$ cat src/rtl/l2_arbiter_pkg.sv
// -----------------------------------------------------------------------------
// l2_arbiter_types
//   Shared types and helpers for the L1->L2 miss-port arbiter.
//   arb_state_t : arbiter FSM state (idle, or which L1 currently owns the L2 port)
//   arb_side_t  : identifies a requester, used for the round-robin history bit
//   line_align  : clears the line-offset bits of an address
// -----------------------------------------------------------------------------
package l2_arbiter_types;

    typedef enum logic [1:0] {
        IDLE    = 2'd0,
        GRANT_I = 2'd1,
        GRANT_D = 2'd2
    } arb_state_t;

    typedef enum logic {
        SIDE_I = 1'b0,
        SIDE_D = 1'b1
    } arb_side_t;

    // The L2 is always written a full line, so every byte lane is enabled.
    localparam logic [3:0] L2_BYTE_EN_ALL = 4'hF;

    function automatic logic [31:0] line_align(input logic [31:0] addr,
                                               input int unsigned offset_bits);
        logic [31:0] mask;
        mask = ~((32'd1 << offset_bits) - 32'd1);
        return addr & mask;
    endfunction

endpackage

$ cat src/rtl/l2_arbiter.sv
// -----------------------------------------------------------------------------
// l2_arbiter
//   Shares the single CPU-side port of l2_cache between the I-cache and D-cache
//   miss ports. One full-line transaction is granted at a time; ties are broken
//   round-robin against the side that was served last. Responses from the L2 are
//   routed only to the side holding the grant.
//
// Ports
//   clk, rst                 clock, synchronous active-high reset
//   i_read / i_address       I-cache line read request (held until i_resp)
//   i_resp / i_rdata         I-cache response pulse and line data
//   d_read / d_write         D-cache line read / write-back request (held until d_resp)
//   d_address / d_wdata      D-cache line address and write-back data
//   d_resp / d_rdata         D-cache response pulse and line data
//   l2_read / l2_write       request strobes toward l2_cache
//   l2_byte_en               byte enables toward l2_cache (always all ones)
//   l2_address / l2_wdata    line-aligned address and write data toward l2_cache
//   l2_resp / l2_rdata       response and read data from l2_cache
// -----------------------------------------------------------------------------
module l2_arbiter
    import l2_arbiter_types::*;
#(
    parameter int s_offset = 5,
    parameter int s_line   = 256
) (
    input  logic              clk,
    input  logic              rst,

    input  logic              i_read,
    input  logic [31:0]       i_address,
    output logic              i_resp,
    output logic [s_line-1:0] i_rdata,

    input  logic              d_read,
    input  logic              d_write,
    input  logic [31:0]       d_address,
    input  logic [s_line-1:0] d_wdata,
    output logic              d_resp,
    output logic [s_line-1:0] d_rdata,

    output logic              l2_read,
    output logic              l2_write,
    output logic [3:0]        l2_byte_en,
    output logic [31:0]       l2_address,
    output logic [s_line-1:0] l2_wdata,
    input  logic              l2_resp,
    input  logic [s_line-1:0] l2_rdata
);

    arb_state_t state;
    arb_state_t state_next;
    arb_side_t  last_grant;
    arb_side_t  last_grant_next;

    logic i_pend;
    logic d_pend;

    assign i_pend = i_read;
    assign d_pend = d_read | d_write;

    assign l2_byte_en = L2_BYTE_EN_ALL;

    // Reset leaves last_grant at SIDE_I so the D-cache wins the first tie.
    always_ff @(posedge clk) begin
        if (rst) begin
            state      <= IDLE;
            last_grant <= SIDE_I;
        end else begin
            state      <= state_next;
            last_grant <= last_grant_next;
        end
    end

    // A grant is only released by l2_resp; the requester's inputs cannot cancel
    // it, so a stray drop still waits out the L2 transaction.
    always_comb begin
        state_next      = state;
        last_grant_next = last_grant;
        case (state)
            IDLE: begin
                if (i_pend && d_pend) begin
                    state_next = (last_grant == SIDE_I) ? GRANT_D : GRANT_I;
                end else if (i_pend) begin
                    state_next = GRANT_I;
                end else if (d_pend) begin
                    state_next = GRANT_D;
                end
            end
            GRANT_I: begin
                if (l2_resp) begin
                    state_next      = IDLE;
                    last_grant_next = SIDE_I;
                end
            end
            GRANT_D: begin
                if (l2_resp) begin
                    state_next      = IDLE;
                    last_grant_next = SIDE_D;
                end
            end
            default: begin
                state_next = IDLE;
            end
        endcase
    end

    // Outputs are gated by rst so that a reset arriving mid-grant silences the
    // L2 strobes in the reset cycle itself, before the state register clears.
    always_comb begin
        i_resp     = 1'b0;
        i_rdata    = '0;
        d_resp     = 1'b0;
        d_rdata    = '0;
        l2_read    = 1'b0;
        l2_write   = 1'b0;
        l2_address = '0;
        l2_wdata   = '0;
        if (!rst) begin
            case (state)
                GRANT_I: begin
                    l2_read    = i_read;
                    l2_address = line_align(i_address, s_offset);
                    if (l2_resp) begin
                        i_resp  = 1'b1;
                        i_rdata = l2_rdata;
                    end
                end
                GRANT_D: begin
                    // Read and write together is illegal; the write wins.
                    l2_read    = d_read & ~d_write;
                    l2_write   = d_write;
                    l2_address = line_align(d_address, s_offset);
                    l2_wdata   = d_wdata;
                    if (l2_resp) begin
                        d_resp  = 1'b1;
                        d_rdata = l2_rdata;
                    end
                end
                default: begin
                end
            endcase
        end
    end

endmodule

$ cat config.mk
export PLATFORM = sky130hd
export DESIGN_NAME = l2_arbiter
export DESIGN_NICKNAME = d
export VERILOG_FILES = /design/src/rtl/l2_arbiter_pkg.sv /design/src/rtl/l2_arbiter.sv
export SDC_FILE = /design/constraint.sdc
export NUM_CORES = 1
export LEC_CHECK = 0
export BUFFER_PORTS_ARGS = -buffer_cell sky130_fd_sc_hd__buf_2
export CORE_AREA = 2 2 541 543
export CTS_CLUSTER_SIZE = 10
export DETAILED_ROUTE_END_ITERATION = 7
export DIE_AREA = 0 0 543 545
export GPL_TIMING_DRIVEN = 0
export SLEW_MARGIN = 0
export SYNTH_ARGS = -nofsm -noshare
export SYNTH_HDL_FRONTEND = slang
export SYNTH_SLANG_ARGS = --single-unit
$ cat constraint.sdc
create_clock -name clk -period 1.7 [get_ports clk]
set_clock_uncertainty 0.15 [all_clocks]
set_input_delay 0.085 -clock clk [delete_from_list [all_inputs] [get_ports clk]]
set_output_delay 0.085 -clock clk [all_outputs]
set_load 0.01 [all_outputs]
==> metrics <==
placed inst area 17700 µm²; Avg Inst Size Synth 6.12 µm²; row count 198; Die Height 545 µm; non-filler instance count after layout 6450; H-tree Lvls 1; clock sinks 3; max-slew violations 0; Area contributors post-synth and2_1 82%, clkbuf_2 3.9%, a22oi_1 3.6%; Routed wire per std cell 38.6 µm; Remaining Overflow, GRT 0; router iterations before antenna repair 6; CP arrival 2130 ps; Max Clk Rate 422 MHz; reg2reg setup slack -30 ps; synth warn 0; final RePlAce weighted congestion 1.21; Total Power 6.49 mW; ys flop type dfxtp_1; Die Wd 543 µm; Nets 3004; area of the core 290000 µm²; cell taking the most area after synthesis and2_1; Worst path max stage delay 350 ps; Reg2Reg Depth 8; Post-Place Cells 6238; Clock transition at path regs 30 ps; largest net degree at the start of global routing 11; Max Root-Sink Buffers 2; FF-to-FF End last_grant; status finished with violations; RSZ-0062 raised after global routing true; most frequent cell after synthesis and2_1; IO buf count 1370; pre-CTS WS -2400 ps; Final Hold Vio Count 0; global-route usage over all layers 15.8%; min-delay src i_read; Via density 2.35; total detailed-routing wirelength 249000 µm; Initial Util 2.03%; Layout Utilization 8.15%; synthesized flop and latch total 3; vias 15200; setup TNS -408090 ps; Root Driver clkbuf_16; Max Cap Viol 0; worst vdd ir 0.288 mV; clock latency on the worst-skew pair 230 ps; vias in the first global route 12800; 1st-iter DRT viols 1180; die outline area 296000 µm²; worst min-delay path category in2reg; final worst slack -669 ps; Setup CP Type reg2out; Routed Antenna Nets 0; ordered cell list for the critical path inv_4 > ha_4 > and3b_2 > buf_12 > buf_16 > clkbuf_16 > and2_4 > buf_8; design area 23600 µm²; fin crit period 2370 ps; Startpoint Class flop; initial antenna violation count 331; TritonCTS clock tree done; TritonCTS Buffers 3; top cell type's share of synthesized area 81.9%; CP Capture Type output port; layout cell share with drive strength beyond 1 74.7%; first-pass GRT wire length 270000 µm; violated checks negative setup slack; final critical-path share of the clock period 139%; Area Overhead vs Synth 302%; power per standard cell area 275 nW/µm²; Synth cell types 23; worst reg2reg startpoint state[1]; # DRC 0; DP Wirelength 231000 µm; slowest CP cell dfxtp_4; Post-synth ARST share 0%; hold_ws 26.4 ps; Final setup viols 800; Hold Path Sink state[0]; Worst Path Required 1460 ps; Leak Pwr 11.1 nW; EDFF count, synth 0; cell area after synthesis 5880 µm²; sequential share of the synthesized area 1.02%; io pins 1390; Mapped Cells 960; critical-path maximum fanout 7; Post-synth top cells 769 x and2_1, 46 x clkbuf_2, 31 x clkbuf_1; hold depth 3
## layer usage
metal / global-route usage, % / part of all wire, %
met1: 16.7 / 35
met2: 26.3 / 47
met3: 8.51 / 13
met4: 6.07 / 4.5
met5: 0.0812 / 0.40
## logic make-up after synthesis
logic type                 Yosys count  synth area share [%]
DFF                                  3                  1.02
buffers and inverters              106                  8.67
adders and majority gates            4                 0.852
other                                2                 0.128
and+or+nand+nor                    810                  85.1
AOI/OAI and AO/OA                   35                  4.28
## cell type report
type	instances	area, µm²
multi-input combinational	858	6010
tap	3900	4880
buffer	102	1360
inverter	2	12.5
fill	33900	266000
clock buffer	4	78.8
sequential	3	67.6
timing repair buffer	1448	10900
antenna	133	333
## power breakdown
| group | switching (mW) | internal [mW] | total [mW] |
|---|---|---|---|
| Clock | 0.0676 | 0.310 | 0.377 |
| Sequential | 0.0159 | 0.0826 | 0.0985 |
| Combinational | 3.67 | 2.35 | 6.02 |
| Total | 3.75 | 2.74 | 6.49 |
## timing repair
| action | CTS | global route |
|---|---|---|
| setup buffers | 24 | 24 |
| gates resized for setup | 601 | 748 |
| pin swaps | 36 | 7 |
| hold buffers | 0 | 0 |
| cloned | 12 | 24 |
| setup endpoints to repair | 799 | 800 |
## worst max-delay path: cells and delay by family (launching register included)
family                     cells  cell delay [ps]
and+or+nand+nor                2              500
buffers and inverters          5              850
DFF                            1              350
adders and majority gates      1              120
## cell usage in the layout, fill, tap and decap left out, types with 12 or more instances in the layout
master     instances
buf_8             68
a22oi_1           26
clkbuf_1          12
diode_2          133
and2_4           251
and2_1           517
clkbuf_16         41
buf_2           1003
nor2_1            29
buf_4             74
buf_12            65
buf_6            262
## worst max path at each step
| stage | start | to | slack (ps) | cells after the start |
|---|---|---|---|---|
| after floorplan | state[1] | i_rdata[100] | 90 | 7 |
| after global placement | state[1] | i_rdata[51] | -2390 | 8 |
| after detailed placement | state[1] | i_rdata[51] | -2400 | 8 |
| after CTS | state[1] | i_rdata[254] | -730 | 7 |
| after global routing | state[1] | i_rdata[55] | -750 | 9 |
| final | state[0] | d_rdata[133] | -670 | 8 |
## flip-flops by register name (all words and copies together), names as in the netlist
signal	flops
last_grant	1
state	2
Power figures use the tool's default switching activity.
